<file path="src/rtl/femto_sequencer.sv">
// Instruction-store sequencer for the femto datapath: stream-loaded program,
// replayed one word per cycle in free-run, looped or single-step mode.
module femto_sequencer #(
    parameter int OPSIZE = 3,
    parameter int NUMRF  = 2,
    parameter int PDEPTH = 3
) (
    input  logic                        clk,
    input  logic                        rst_n,
    input  logic                        load_en,
    input  logic                        load_valid,
    input  logic [OPSIZE+2*NUMRF-1:0]   load_data,
    output logic                        load_ready,
    input  logic                        run,
    input  logic                        step,
    input  logic                        loop_en,
    input  logic                        abort,
    output logic [OPSIZE-1:0]           dp_op,
    output logic [NUMRF-1:0]            dp_reg_0,
    output logic [NUMRF-1:0]            dp_reg_1,
    output logic                        dp_issue,
    output logic [PDEPTH-1:0]           pc,
    output logic                        busy,
    output logic                        done
);
    localparam int IW    = OPSIZE + 2*NUMRF;
    localparam int DEPTH = 2**PDEPTH;
    localparam logic [PDEPTH:0]   LEN_ONE = 1;
    localparam logic [PDEPTH-1:0] PC_ONE  = 1;

    typedef enum logic [1:0] {S_IDLE, S_LOAD, S_RUN, S_DONE} state_t;

    state_t              r_state, w_state_nxt;
    logic [PDEPTH-1:0]   r_pc, w_pc_nxt;
    logic [PDEPTH:0]     r_len, w_len_nxt;
    logic [PDEPTH:0]     r_addr, w_addr_nxt;
    logic                r_wrap, w_wrap_nxt;
    logic                r_issue, w_issue_nxt;
    logic [IW-1:0]       r_word, w_word_nxt;
    logic [IW-1:0]       r_mem [DEPTH];

    logic [PDEPTH:0]     w_pc_inc;
    logic [PDEPTH-1:0]   w_pc_adv;
    logic                w_lready;
    logic                w_accept;
    logic                w_has_prog;

    // Address counter is one bit wider than the store so "full" is its MSB.
    assign w_lready   = (r_state == S_LOAD) && !r_addr[PDEPTH];
    assign w_accept   = w_lready && load_valid;
    assign w_pc_inc   = {1'b0, r_pc} + LEN_ONE;
    assign w_pc_adv   = (w_pc_inc == r_len) ? '0 : w_pc_inc[PDEPTH-1:0];
    assign w_has_prog = (r_len != '0);

    always_comb begin
        w_state_nxt = r_state;
        w_pc_nxt    = r_pc;
        w_len_nxt   = r_len;
        w_addr_nxt  = w_accept ? (r_addr + LEN_ONE) : r_addr;
        w_wrap_nxt  = r_wrap;
        w_issue_nxt = 1'b0;
        w_word_nxt  = '0;
        if (abort) begin
            if (r_state == S_LOAD)
                w_len_nxt = w_addr_nxt;
            w_state_nxt = S_IDLE;
            w_pc_nxt    = '0;
            w_wrap_nxt  = 1'b0;
        end else begin
            case (r_state)
                S_IDLE, S_DONE: begin
                    if (load_en) begin
                        w_state_nxt = S_LOAD;
                        w_addr_nxt  = '0;
                        w_pc_nxt    = '0;
                    end else if (run && w_has_prog) begin
                        w_state_nxt = S_RUN;
                        w_issue_nxt = 1'b1;
                        w_word_nxt  = r_mem[0];
                        w_pc_nxt    = (r_len == LEN_ONE) ? '0 : PC_ONE;
                        w_wrap_nxt  = (r_len == LEN_ONE);
                    end else if (step && w_has_prog) begin
                        w_state_nxt = S_IDLE;
                        w_issue_nxt = 1'b1;
                        w_word_nxt  = r_mem[r_pc];
                        w_pc_nxt    = w_pc_adv;
                    end
                end
                S_LOAD: begin
                    if (!load_en) begin
                        w_state_nxt = S_IDLE;
                        w_len_nxt   = w_addr_nxt;
                        w_pc_nxt    = '0;
                    end
                end
                S_RUN: begin
                    // r_wrap marks that the last entry went out on the previous edge.
                    if (r_wrap && !loop_en) begin
                        w_state_nxt = S_DONE;
                        w_pc_nxt    = '0;
                        w_wrap_nxt  = 1'b0;
                    end else begin
                        w_issue_nxt = 1'b1;
                        w_word_nxt  = r_mem[r_pc];
                        w_pc_nxt    = w_pc_adv;
                        w_wrap_nxt  = (w_pc_inc == r_len);
                    end
                end
                default: w_state_nxt = S_IDLE;
            endcase
        end
    end

    always_ff @(posedge clk) begin
        if (!rst_n) begin
            r_state <= S_IDLE;
            r_pc    <= '0;
            r_len   <= '0;
            r_addr  <= '0;
            r_wrap  <= 1'b0;
            r_issue <= 1'b0;
            r_word  <= '0;
        end else begin
            r_state <= w_state_nxt;
            r_pc    <= w_pc_nxt;
            r_len   <= w_len_nxt;
            r_addr  <= w_addr_nxt;
            r_wrap  <= w_wrap_nxt;
            r_issue <= w_issue_nxt;
            r_word  <= w_word_nxt;
        end
    end

    // Store is never cleared; prog_len=0 after reset hides stale contents.
    always_ff @(posedge clk) begin
        if (rst_n && w_accept)
            r_mem[r_addr[PDEPTH-1:0]] <= load_data;
    end

    assign load_ready = w_lready;
    assign dp_issue   = r_issue;
    assign dp_op      = r_word[OPSIZE-1:0];
    assign dp_reg_0   = r_word[OPSIZE+NUMRF-1:OPSIZE];
    assign dp_reg_1   = r_word[IW-1:OPSIZE+NUMRF];
    assign pc         = r_pc;
    assign busy       = (r_state == S_RUN);
    assign done       = (r_state == S_DONE);
endmodule

</file>
<file path="config.mk">
export PLATFORM = sky130hd
export DESIGN_NAME = femto_sequencer
export DESIGN_NICKNAME = d
export VERILOG_FILES = /design/src/rtl/femto_sequencer.sv
export SDC_FILE = /design/constraint.sdc
export NUM_CORES = 1
export LEC_CHECK = 0
export BUFFER_PORTS_ARGS = -buffer_cell sky130_fd_sc_hd__buf_2
export CELL_PAD_IN_SITES_DETAIL_PLACEMENT = 0
export CELL_PAD_IN_SITES_GLOBAL_PLACEMENT = 2
export CORE_UTILIZATION = 37
export DETAILED_ROUTE_END_ITERATION = 7
export MAX_ROUTING_LAYER = met4
export PLACE_DENSITY = 0.77
export SETUP_SLACK_MARGIN = 0.15
export SYNTH_ARGS = -nofsm -noshare
export SYNTH_HDL_FRONTEND = slang
export SYNTH_SLANG_ARGS = --single-unit
</file>
<file path="constraint.sdc">
create_clock -name clk -period 1.9 [get_ports clk]
set_input_delay 0.38 -clock clk [delete_from_list [all_inputs] [get_ports clk]]
set_output_delay 0.38 -clock clk [all_outputs]
set_load 0.01 [all_outputs]
</file>
==> run summary <==
The run finished with clean final reports. STA classifies the critical path endpoint as a flop. The slew at the pin closest to its max-slew limit is 0.387 ns. The static leakage power came out at 0.00154 uW. Averaged over all synthesized cells, the footprint is 14.5 sq um. The share of synthesized flip-flops with an asynchronous set or reset came out at 0%.

In this run the worst hold path is classified as input port to flop. Synthesis produced a netlist with a net count of 253. Walking the worst path, the cells encountered are inv_2, ha_4, or4b_4, o211a_4, nand2b_1, a31oi_1. The half-perimeter wire length after detailed placement is 4.48 mm.

The max-cap check violation count came out at 0. The share of cells above drive strength 1 is 41.5%. The H-tree was split into 3 levels.

On the final layout, the worst clock skew is 0.00837 ns. The final-layout fill cell count came out at 790. In the routed layout, each cell is associated on average with a via count of 5.10. The launching element type of the critical path is a flop.

After global routing the overflow that remains totals 0. sky130_fd_sc_hd__edfxtp_1 is the most common cell in the netlist. In this run the worst path has a maximum fanout of 5. The global-route total usage across every layer came out at 15.6%.

The data arrival time of the worst path came out at 1.99 ns. In the post-synthesis netlist, the biggest area contributors are sky130_fd_sc_hd__edfxtp_1 50%, sky130_fd_sc_hd__dfxtp_1 15%, sky130_fd_sc_hd__mux4_2 9.4%, sky130_fd_sc_hd__nand2_1 2.5%, sky130_fd_sc_hd__mux2_2 2.3%. The yosys synthesis warning count came out at 0. The worst hold margin came out at 0.289 ns. The floorplan step defined a die boundary enclosing 0.00949 sq mm. The largest single stage delay on the critical path is 0.47 ns.

The net count of the finished layout is 309. The clock passes through at most 2 buffers. Derived from the worst setup path, the maximum achievable clock frequency is 0.580 GHz. The top-level port count came out at 29. The synthesized design contains 56 enable-type register cells. The clock transition at the registers of the reported paths is 0.09 ns. Once detail routing completed, the nets flagged for antenna violations numbered 0.

The number of hold-slack violations in the final timing report is 0. The final wirelength is 6.63 mm. The tree built by TritonCTS fans out to 81 sinks. The y dimension of the die is 97.4 um. The die boundary width is 97.4 um.

Among cell families on the critical path, the largest total delay comes from simple AND/OR/NAND/NOR gates. The count of cells along the worst register-to-register path is 6. The total power per unit cell area came out at 854 mW/mm^2. The total placed instance area came out at 0.00384 sq mm. The cell count after synthesis came out at 233.

Setup repair after global routing could not meet its margin everywhere. The number of buffers and inverters on the critical path is 1. The CTS root buffer is sky130_fd_sc_hd__clkbuf_8. The clock tree from TritonCTS is built. Yosys mapped the design onto 43 distinct sky130hd cell types. The minimum period implied by the final worst setup slack came out at 1.72 ns. The effective utilization at floorplan is 38.4%. The synthesized cell area is 0.00337 sq mm.

The largest net degree at the start of global routing is 16. In the synthesized netlist, the cells that appear most often are 56 x sky130_fd_sc_hd__edfxtp_1, 25 x sky130_fd_sc_hd__dfxtp_1, 22 x sky130_fd_sc_hd__nand2_1. Clock tree synthesis inserted a total of 9 buffers. The largest total area in the synthesized netlist belongs to sky130_fd_sc_hd__edfxtp_1. The relative max-transition margin is 74.1%. The worst endpoint required time is 2.17 ns.

The count of hold-fix buffers inserted at cts is 0. The area added between synthesis and finish came out at 24.6%. The share of the Yosys chip area taken by registers is 64.8%. The largest voltage drop on the vdd net came out at 0.000403 V. The DRC violation count after routing is 0. The global placer's final weighted congestion came out at 0.705. The most used flip-flop cell after synthesis is sky130_fd_sc_hd__edfxtp_1. The number of global-route vias before repair came out at 2064.

The number of antenna violations at the first check in global routing is 0. The quantity of I/O buffers inserted on ports is 28. The critical path is of the flop to flop type. The total negative setup slack is 0 ns. The wire length of the first global-routing pass came out at 10.6 mm. The share of the synthesized area in the top cell type is 49.9%. The routed via count came out at 2051. The number of max-slew violations in the final report was 0. The number of cell rows came out at 34.

The pre-antenna-repair detailed-routing pass consisted of 4 iterations. The routed wire length per instance is 16.5 um. The diode insertion count for antenna repair came out at 0. Clock latency on the worst-skew pair, taken at its later pin, is 0.35 ns. The final critical path takes up 90.7% of the cycle.

The instance count on the critical path came out at 6. The worst hold path depth came out at 1. In this run the standard cell core region covers 0.00876 sq mm. The cell area after layout is 0.00419 sq mm. The critical-path cell with the highest stage delay is sky130_fd_sc_hd__or4b_4. The total setup violations reported at the end of the flow is 0. The number of violations reported at the end of detailed-routing iteration 0 is 85. The count of state elements after synthesis is 81.
==> per-stage QoR <==
step	util (%)	total power [uW]	std cells	setup WS, ns
finish	47.9	3580	402	0.177
global route	47.9	3730	402	0.0969
CTS	47.0	3610	398	0.145
detailed placement	43.8	2300	380	0.00579
global placement	43.8	2300	380	0.0568
floorplan	-	2180	233	0.0239
==> repair_timing <==
action	in CTS	in global routing
gates cloned	1	1
buffers inserted	1	3
pin swaps	2	8
setup endpoints to repair	25	64
resized for setup	12	16
==> layout by cell type (no fill, tap or decap), types with 5 or more instances in the layout <==
cell	n
sky130_fd_sc_hd__a21oi_1	10
sky130_fd_sc_hd__mux2_2	6
sky130_fd_sc_hd__buf_2	28
sky130_fd_sc_hd__nand2_1	21
sky130_fd_sc_hd__o21ai_1	5
sky130_fd_sc_hd__buf_12	5
sky130_fd_sc_hd__clkbuf_8	9
sky130_fd_sc_hd__buf_4	21
sky130_fd_sc_hd__mux4_2	14
sky130_fd_sc_hd__nor2_1	10
sky130_fd_sc_hd__edfxtp_1	56
sky130_fd_sc_hd__dfxtp_1	21
sky130_fd_sc_hd__nor2_2	6
==> state kept, by name, summed over array words and instances, names as in the netlist, named ones only <==
name and count:
r_addr 4, pc 3, dp_issue 1, r_mem 56, r_state 2, r_len 4
r_wrap 1, r_word 7
==> kinds of logic (layout without fill, tap and decap cells) <==
| logic type | count (synthesis) | count (layout) | synth area share, % |
|---|---|---|---|
| flip-flops | 81 | 81 | 64.8 |
| AO/OA/AOI/OAI | 36 | 37 | 7.14 |
| adder cells (fa/ha/maj) | 5 | 5 | 1.86 |
| XOR/XNOR | 7 | 7 | 1.82 |
| multiplexers | 22 | 22 | 12.0 |
| buffers and inverters | 16 | 76 | 2.30 |
| AND/OR/NAND/NOR | 66 | 66 | 10.1 |
==> final cells by class <==
type / instances / area [sq um] / area share, %
repair buffers: 55 / 425 / 10.1
clock buffers: 9 / 124 / 2.95
clock inverters: 7 / 78.8 / 1.88
inverters: 5 / 18.8 / 0.447
well taps: 108 / 135 / 3.22
flip-flops and latches: 81 / 2190 / 52.2
multi-input cells: 137 / 1220 / 29.1
==> power breakdown <==
| part | total, uW | leakage (uW) | internal [uW] | switching (uW) |
|---|---|---|---|---|
| clock | 1260 | 0.0000977 | 620 | 645 |
| combinational | 396 | 0.000732 | 199 | 197 |
| sequential | 1920 | 0.000708 | 1900 | 18.9 |
==> routing by layer <==
metal | share of wire, % | vias to the layer above | global-route usage (%)
li1 | - | 1013 | -
met1 | 49 | 1001 | 20.2
met2 | 47 | 25 | 23.4
met3 | 2.6 | 12 | 3.74
met4 | 1.9 | 0 | 7.01
met5 | 0 | - | -
==> path summary, 6_finish.rpt <==
check / startpoint / to / slack (ns)
setup reg to reg: r_state[0] / flop / 0.18
setup / recovery: r_state[0] / flop / 0.18
hold reg to reg: r_wrap / r_wrap / 0.51
hold / removal: load_data[0] / r_mem[4][0] / 0.29
Power figures use the tool's default switching activity.
